==> config.mk <==
export PLATFORM = sky130hd
export DESIGN_NAME = dequeue_scheduler_v0_1
export DESIGN_NICKNAME = d
export VERILOG_FILES = /design/src/rtl/dequeue_scheduler_v0_1_pkg.sv /design/src/rtl/dequeue_scheduler_v0_1_rr_arbiter.sv /design/src/rtl/dequeue_scheduler_v0_1.sv
export SDC_FILE = /design/constraint.sdc
export NUM_CORES = 1
export LEC_CHECK = 0
export ABC_AREA = 1
export BUFFER_PORTS_ARGS = -buffer_cell sky130_fd_sc_hd__clkbuf_2
export CAP_MARGIN = 20
export CORE_ASPECT_RATIO = 1.5
export CORE_MARGIN = 5
export CORE_UTILIZATION = 40
export DETAILED_ROUTE_END_ITERATION = 8
export PLACE_DENSITY = 0.7
export SYNTH_ARGS = -nofsm -noshare
export SYNTH_HDL_FRONTEND = slang
export SYNTH_HIERARCHICAL = 1
export SYNTH_SLANG_ARGS = --single-unit
==> constraint.sdc <==
create_clock -name axis_aclk -period 5.5 [get_ports axis_aclk]
set_input_delay 0.275 -clock axis_aclk [delete_from_list [all_inputs] [get_ports axis_aclk]]
set_output_delay 0.275 -clock axis_aclk [all_outputs]
set_load 0.01 [all_outputs]
==> src/rtl/dequeue_scheduler_v0_1_pkg.sv <==
// Shared definitions for the dequeue scheduler: FSM encoding, PIFO root layout
// and output-queue indices.
package dequeue_scheduler_v0_1_pkg;

    localparam int QUEUE_NUM = 5;

    localparam int PORT_NF0 = 0;
    localparam int PORT_NF1 = 1;
    localparam int PORT_NF2 = 2;
    localparam int PORT_NF3 = 3;
    localparam int PORT_CPU = 4;

    localparam int STATES_WIDTH = 2;

    typedef enum logic [STATES_WIDTH-1:0] {
        IDLE     = 2'd0,
        POP      = 2'd1,
        WAIT_RSP = 2'd2,
        READ     = 2'd3
    } state_t;

    // PIFO root entry as written by the enqueue agent
    localparam int ROOT_WIDTH     = 32;
    localparam int ROOT_VALID_BIT = 31;
    localparam int ROOT_RANK_MSB  = 30;
    localparam int ROOT_RANK_LSB  = 12;
    localparam int ROOT_ADDR_MSB  = 11;
    localparam int ROOT_ADDR_LSB  = 0;

    typedef struct packed {
        logic        valid;
        logic [18:0] rank;
        logic [11:0] addr;
    } pifo_root_t;

    function automatic int idx_width(input int n);
        return (n > 1) ? $clog2(n) : 1;
    endfunction

endpackage

==> src/rtl/dequeue_scheduler_v0_1_rr_arbiter.sv <==
// Combinational round-robin arbiter: first request at or after ptr, searched
// cyclically. Also used by the multicast enqueue path.
module dequeue_scheduler_v0_1_rr_arbiter #(
    parameter int N     = 5,
    parameter int IDX_W = (N > 1) ? $clog2(N) : 1
) (
    input  logic [N-1:0]     req,
    input  logic [IDX_W-1:0] ptr,
    output logic [N-1:0]     gnt,
    output logic [IDX_W-1:0] gnt_idx
);

    logic             found;
    logic [IDX_W:0]   sum;
    logic [IDX_W-1:0] idx;

    always_comb begin
        gnt     = '0;
        gnt_idx = '0;
        found   = 1'b0;
        sum     = '0;
        idx     = '0;
        for (int i = 0; i < N; i++) begin
            sum = {1'b0, ptr} + (IDX_W + 1)'(i);
            if (sum >= (IDX_W + 1)'(N)) begin
                sum = sum - (IDX_W + 1)'(N);
            end
            idx = sum[IDX_W-1:0];
            if (!found && req[idx]) begin
                found    = 1'b1;
                gnt[idx] = 1'b1;
                gnt_idx  = idx;
            end
        end
    end

endmodule

==> src/rtl/dequeue_scheduler_v0_1.sv <==
// Dequeue scheduler: round-robin pick of an output queue, PIFO root pop,
// then chunk-by-chunk buffer read of the packet until EOP.
//
// state    | meaning
// IDLE     | waiting for a non-empty queue whose tx port is ready
// POP      | one-cycle pop pulse to the granted queue's PIFO
// WAIT_RSP | waiting for the pop ack, bounded by POP_TIMEOUT
// READ     | reading buffer chunks of the granted queue until EOP
module dequeue_scheduler_v0_1 #(
    parameter int QUEUE_NUM   = dequeue_scheduler_v0_1_pkg::QUEUE_NUM,
    parameter int ADDR_WIDTH  = 12,
    parameter int POP_TIMEOUT = 8,
    parameter int CNT_WIDTH   = 32
) (
    input  logic                            axis_aclk,
    input  logic                            axis_resetn,
    input  logic [QUEUE_NUM-1:0]            s_axis_pifo_empty,
    output logic [QUEUE_NUM-1:0]            m_axis_ctl_pifo_out_en,
    input  logic [QUEUE_NUM-1:0]            s_axis_pifo_out_valid,
    input  logic [QUEUE_NUM*ADDR_WIDTH-1:0] s_axis_pifo_out_addr,
    input  logic [QUEUE_NUM-1:0]            s_axis_pifo_out_ack,
    output logic [ADDR_WIDTH-1:0]           m_axis_buffer_rd_addr,
    output logic [QUEUE_NUM-1:0]            m_axis_ctl_buffer_rd_en,
    input  logic [QUEUE_NUM-1:0]            s_axis_buffer_tvalid,
    input  logic [QUEUE_NUM-1:0]            s_axis_buffer_tlast,
    input  logic [QUEUE_NUM-1:0]            s_axis_tx_tready,
    output logic [QUEUE_NUM-1:0]            m_axis_grant,
    output logic                            m_axis_busy,
    output logic                            m_axis_pop_timeout,
    output logic [CNT_WIDTH-1:0]            m_axis_deq_pkt_cnt
);
    import dequeue_scheduler_v0_1_pkg::*;

    localparam int IDX_W  = (QUEUE_NUM > 1) ? $clog2(QUEUE_NUM) : 1;
    localparam int WAIT_W = $clog2(POP_TIMEOUT + 1);

    state_t                 state;
    state_t                 state_next;
    logic [QUEUE_NUM-1:0]   cand;
    logic [QUEUE_NUM-1:0]   arb_gnt;
    logic [IDX_W-1:0]       arb_idx;
    logic [QUEUE_NUM-1:0]   grant;
    logic [IDX_W-1:0]       rr_ptr;
    logic [ADDR_WIDTH-1:0]  rd_addr;
    logic [CNT_WIDTH-1:0]   pkt_cnt;
    logic                   timeout_flag;
    logic [WAIT_W-1:0]      wait_cnt;
    logic                   wait_expired;
    logic                   rsp_ack;
    logic                   rsp_valid;
    logic [ADDR_WIDTH-1:0]  rsp_addr;
    logic [QUEUE_NUM-1:0]   pop_en;
    logic [QUEUE_NUM-1:0]   rd_en;
    logic                   pkt_done;

    assign cand = ~s_axis_pifo_empty & s_axis_tx_tready;

    dequeue_scheduler_v0_1_rr_arbiter #(
        .N     (QUEUE_NUM),
        .IDX_W (IDX_W)
    ) u_rr_arbiter (
        .req     (cand),
        .ptr     (rr_ptr),
        .gnt     (arb_gnt),
        .gnt_idx (arb_idx)
    );

    // grant is one-hot, so masking selects the granted queue's response
    assign rsp_ack      = |(s_axis_pifo_out_ack & grant);
    assign rsp_valid    = |(s_axis_pifo_out_valid & grant);
    assign wait_expired = (wait_cnt == WAIT_W'(POP_TIMEOUT - 1));
    assign pkt_done     = |(rd_en & s_axis_buffer_tlast);

    always_comb begin
        rsp_addr = '0;
        for (int q = 0; q < QUEUE_NUM; q++) begin
            if (grant[q]) begin
                rsp_addr = s_axis_pifo_out_addr[q*ADDR_WIDTH +: ADDR_WIDTH];
            end
        end
    end

    always_ff @(posedge axis_aclk or negedge axis_resetn) begin
        if (!axis_resetn) begin
            state <= IDLE;
        end else begin
            state <= state_next;
        end
    end

    always_comb begin
        state_next = state;
        pop_en     = '0;
        rd_en      = '0;
        case (state)
            IDLE: begin
                if (|cand) begin
                    state_next = POP;
                end
            end
            POP: begin
                pop_en     = grant;
                state_next = WAIT_RSP;
            end
            WAIT_RSP: begin
                if (rsp_ack) begin
                    state_next = rsp_valid ? READ : IDLE;
                end else if (wait_expired) begin
                    state_next = IDLE;
                end
            end
            READ: begin
                rd_en = grant & s_axis_buffer_tvalid & s_axis_tx_tready;
                if (|(grant & s_axis_buffer_tvalid & s_axis_tx_tready & s_axis_buffer_tlast)) begin
                    state_next = IDLE;
                end
            end
            default: state_next = IDLE;
        endcase
    end

    always_ff @(posedge axis_aclk or negedge axis_resetn) begin
        if (!axis_resetn) begin
            grant        <= '0;
            rr_ptr       <= '0;
            rd_addr      <= '0;
            pkt_cnt      <= '0;
            timeout_flag <= 1'b0;
            wait_cnt     <= '0;
        end else begin
            case (state)
                IDLE: begin
                    if (|cand) begin
                        grant  <= arb_gnt;
                        rr_ptr <= (arb_idx == IDX_W'(QUEUE_NUM - 1)) ? '0 : arb_idx + 1'b1;
                    end
                end
                POP: begin
                    wait_cnt <= '0;
                end
                WAIT_RSP: begin
                    if (rsp_ack) begin
                        if (rsp_valid) begin
                            rd_addr <= rsp_addr;
                        end else begin
                            grant <= '0;
                        end
                    end else if (wait_expired) begin
                        timeout_flag <= 1'b1;
                        grant        <= '0;
                    end else begin
                        wait_cnt <= wait_cnt + 1'b1;
                    end
                end
                READ: begin
                    if (pkt_done) begin
                        pkt_cnt <= pkt_cnt + 1'b1;
                        grant   <= '0;
                    end
                end
                default: ;
            endcase
        end
    end

    assign m_axis_ctl_pifo_out_en  = pop_en;
    assign m_axis_ctl_buffer_rd_en = rd_en;
    assign m_axis_buffer_rd_addr   = rd_addr;
    assign m_axis_grant            = grant;
    assign m_axis_busy             = (state != IDLE);
    assign m_axis_pop_timeout      = timeout_flag;
    assign m_axis_deq_pkt_cnt      = pkt_cnt;

endmodule

# After elaboration in Yosys (flattened, before gate mapping)
# Cells that the tools add are included.
# W data, S select, Z words.
# totals
regBits	59
inputBits	92
out_inout_bits	61
word_cells	150
# classes
add_sub_neg	12
n_lt_le_gt_ge	15
n_eq_ne	12
mux	62
n_bitwise	13
n_reduce_logical	29
# ops
op	n
$mux W12	5
$mux W5	12
$and A5 B5 Y5	7
$mux W3	11
$add A32 B1 Y32 const B	1
$reduce_or A5 Y1	5
$lt A3 B4 Y1 const B	5
$or A5 B5 Y5	4
$ge A4 B3 Y1 const B	4
$bmux W1 S3	5
$demux W1 S3	5
$ge A3 B1 Y1 const B	5
$pmux W5 S3	1
$sub A3 B3 Y3 const B	5
$mux W1	14
$reduce_and A3 Y1	4
$mux W2	5
$ne A2 B2 Y1 const B	5
$logic_and A1 B1 Y1	9
$add A3 B2 Y4 const B	2
$mux W4	2
$pmux W2 S4	1
$pmux W4 S2	1
$ne A3 B3 Y1 const B	2
other kinds (17)	23

# Depth between registers and ports, before layout
# logic_depth
word_depth	19
depth_mapped	24
mapped_depth_nobuf	23

# Cells and area by module
# The synthesis kept the hierarchy.
# by_module_without_submodules
module	n_inst	cells_each	area_each_um2	seq_area_each_um2
dequeue_scheduler_v0_1	1	600	4035.1	1476.4
dequeue_scheduler_v0_1_rr_arbiter	1	218	1151.1	0.0

# Worst setup path after synthesis
# OpenSTA, ideal clock, no wires.
# synth_timing
path_kind	register to register
startpoint	register rr_ptr[0]
endpoint	register rr_ptr[1]
setup_ns	0.125
arrival_ns	3.034
required_time_ns	5.375
path_slack_ns	2.341
path_stages_with_launch	22
n_path_buf	1
period_less_slack_ns	3.159
cell_sequence	dfrtp_1 > buf_4 > inv_2 > ha_1 > inv_1 > fa_1 > inv_1 > nand2_1 > nand2_1 > o21ai_0 > nor2_1 > nand3_1 > nand2_1 > nor2_1 > inv_1 > nand3_2 > nor2_2 > nand2_1 > nand3_1 > inv_1 > ha_1 > mux2_2
# synth_via
elab_chain_cells	19
word_cells_on_any_way	49
cone_classes	add/sub (10); order compare (5); eq/ne (1); mux (25); reduce/logical (8)
# synth_lines
item	line	text
start: declaration	dequeue_scheduler_v0_1.sv:43	logic [IDX_W-1:0] rr_ptr;
start signal: assignment	dequeue_scheduler_v0_1.sv:135	rr_ptr <= (arb_idx == IDX_W'(QUEUE_NUM - 1)) ? '0 : arb_idx + 1'b1;
branches (longest 16 deep; another with $add A3 B1 Y4)	n/a	
$mux W3 (*)	dequeue_scheduler_v0_1_rr_arbiter.sv:29	if (!found && req[idx]) begin
named net arb_idx[0]	dequeue_scheduler_v0_1.sv:41	logic [IDX_W-1:0] arb_idx;
$add A3 B1 Y3 / $eq A3 B3 Y1 (equally long branches)	dequeue_scheduler_v0_1.sv:135	
$mux W3 (*)	dequeue_scheduler_v0_1.sv:135	
# Mark *: on every way through the listed nets, which the timed path passes. The select of a mux whose other input is x is not followed.
# A chain may end at the register's enable or synchronous reset.

# Worst setup path after layout
# Same ends and word-level chain as after synthesis.

==> results.cfg <==
[outcome]
outcome = complete, no violations

[logic_synthesis]
synth_flop_cell = dfrtp_1
synth_edf_count = 0
syn_avg_cell_area_um2 = 6.34
yosysWarnings = 6
ys_ff_latch = 59
syn_nets = 924
syn_inst = 818
async_flop_share_pct = 100
yosysSeqAreaShare_pct = 28.5
netlist-cell-type-count = 43
synth_area_um2 = 5190

[critical_path]
crit_fanout = 12
arrival_ps = 3840
crit_path_start_kind = flop
worstPathRequired_ps = 5710
critical_path_class = flop to flop
worstSetupEndpointType = flop
reg2regPathDepth = 20

[worst_hold_path]
hold_path.class = input port to asynchronous set/reset pin

[die]
die_w_um = 103
core_um2 = 12800
start_util_pct = 40.4
die_h_um = 149
ios = 153
die_area_um2 = 15400
fp-row-count = 51

[sta]
setup_slack_ps = 1870
drv_slew = 0
max_freq_ghz = 0.275
slew_headroom_pct = 49.0
tns_ps = 0
finClkSkew_ps = 10.4
post-route-period-util_pct = 66.0
setup_violations = 0
fin_hold_ws_ps = 90.7
layout_min_cycle_time_ps = 3630
hold_viol = 0
rsz0062_at_grt = no
worst_pin_slew_ps = 765

[clocking]
htree_levels = 3
cts_setup_buffers = 0
clock_path_buffers = 2
numClockSinks = 59
root_buffer = clkbuf_16
holdBufCountCts = 0
clk_pin_slew_worst_paths_ps = 50
cts_tree = built
cts_resized = 0
clk_latency_ps = 330
cts_buffers = 9

[place]
preCtsSetupSlack_ps = 1920
gp_congestion = 0.930
place_hpwl_um = 13500
dp_cells = 1109
io_buffers = 152
dpl_cell_area_um2 = 6030

[route]
drt-initial-drc-count = 309
drt-pass1-iter-count = 5
vias = 5812
via_per_inst = 5.17
wl_per_cell_um = 15.2
drc = 0
final_antenna_net_count = 0
routed_wl_um = 17100

[global_routing]
antenna_found_initial = 0
grt_max_degree = 60
overflow = 0
grt_use_total_pct = 22.2
grt_pass1_vias = 5552
grt_pass1_wl_um = 26800

[power_and_ir_drop]
power_density_nw_per_um2 = 519
p_leak_nw = 3.43
finalPower_mw = 3.31
peakVddDrop_mv = 0.255

[layout]
nets = 1067
area_growth_pct = 22.9
final_util_pct = 49.7
layout-drive-gt1-share_pct = 22.9
final_cells = 1125
final_design_area_no_fill_um2 = 6370
diodes = 0

[run]
drv_cap = 0
-- path summary, 6_finish.rpt --
| kind | slack, ps | to | from |
|---|---|---|---|
| worst max-delay path | 1870 | rr_ptr[1]$_DFFE_PN0P_ | rr_ptr[0]$_DFFE_PN0P_ |
| worst min-delay path | 90 | m_axis_deq_pkt_cnt[7]$_DFFE_PN0P_ | axis_resetn |
| worst max register to register | 1870 | rr_ptr[1]$_DFFE_PN0P_ | rr_ptr[0]$_DFFE_PN0P_ |
| worst min register to register | 480 | m_axis_buffer_rd_addr[9]$_DFFE_PN0P_ | m_axis_buffer_rd_addr[9]$_DFFE_PN0P_ |
| max in group asynchronous | 4890 | m_axis_grant[4]$_DFFE_PN0P_ | axis_resetn |
| min in group axis_aclk | 180 | m_axis_buffer_rd_addr[3]$_DFFE_PN0P_ | s_axis_pifo_out_addr[51] |
-- metal layers --
metal | routed length, um | track usage (%)
met1 | 6680 | 26.9
met2 | 8890 | 38.2
met3 | 788 | 2.29
met4 | 743 | 11.0
met5 | 0 | 0
-- critical path, cell delays in order, from the launching register on --
cell	delay (ps)
dfrtp_1	560
inv_2	250
ha_1	170
inv_1	50
fa_1	390
inv_1	90
nand2_1	130
nand2_1	90
o21ai_0	130
nor2_1	200
nand3_1	100
nand2_1	70
nor2_1	70
inv_1	70
nand3_2	100
nor2_2	230
nand2_1	80
nand3_1	130
inv_1	60
ha_1	280
mux2_2	260
-- area by class of cell --
class,instances,area (um2)
sequential,59,1480
clock inverter,7,124
fill,1348,6450
timing repair buffer,153,768
multi-input combinational,654,3270
clock buffer,9,225
inverter,84,315
tap,159,199
-- layout by cell type (no fill, tap or decap), drive strengths merged, types with 15 or more instances in the layout --
master    n
nor2     98
nand4    16
inv      85
clkbuf  161
nand2   329
nand3    80
a21oi    15
o211ai   24
o21ai    26
dfrtp    59
-- synth_stat cells, types with 6 or more instances --
| cell type | number | area (um2) |
|---|---|---|
| xor2_1 | 10 | 87.6 |
| dfrtp_1 | 59 | 1480 |
| nand4_1 | 14 | 87.6 |
| buf_2 | 6 | 30.0 |
| nor2_2 | 9 | 56.3 |
| inv_1 | 77 | 289 |
| nand3b_1 | 8 | 60.1 |
| nand3_2 | 10 | 100 |
| o211ai_1 | 24 | 180 |
| inv_2 | 6 | 22.5 |
| clkbuf_1 | 6 | 22.5 |
| nand2_2 | 12 | 75.1 |
| nor2_1 | 87 | 327 |
| o21ai_0 | 19 | 95.1 |
| nand2_1 | 316 | 1190 |
| nor3_1 | 10 | 50.1 |
| buf_4 | 7 | 52.6 |
| xnor2_1 | 8 | 70.1 |
| a21oi_1 | 15 | 75.1 |
| ha_1 | 13 | 163 |
| nand3_1 | 69 | 345 |
-- state kept, by name, summed over array words and instances (netlist names) --
| name | count |
|---|---|
| state | 2 |
| wait_cnt | 4 |
| m_axis_buffer_rd_addr | 12 |
| m_axis_grant | 5 |
| m_axis_deq_pkt_cnt | 32 |
| m_axis_pop_timeout | 1 |
| rr_ptr | 3 |
-- cell families (layout without fill, tap and decap cells) --
kind of cell	Yosys count	after routing	share of synthesized area [%]
flip-flops	59	59	28.5
multiplexers	1	1	0.217
AND/OR/NAND/NOR	546	546	46.8
adder cells (fa/ha/maj)	14	14	3.52
XOR/XNOR	20	20	3.67
buffers and inverters	105	253	8.54
AO/OA/AOI/OAI	73	73	8.83
-- power by group --
group	switching (mW)	internal (mW)	leakage [nW]	total, mW
clock	0.215	0.446	0.167	0.661
combinational	1.32	0.659	2.49	1.98
sequential	0.142	0.526	0.774	0.668
total	1.68	1.63	3.43	3.31
Power figures use the tool's default switching activity.
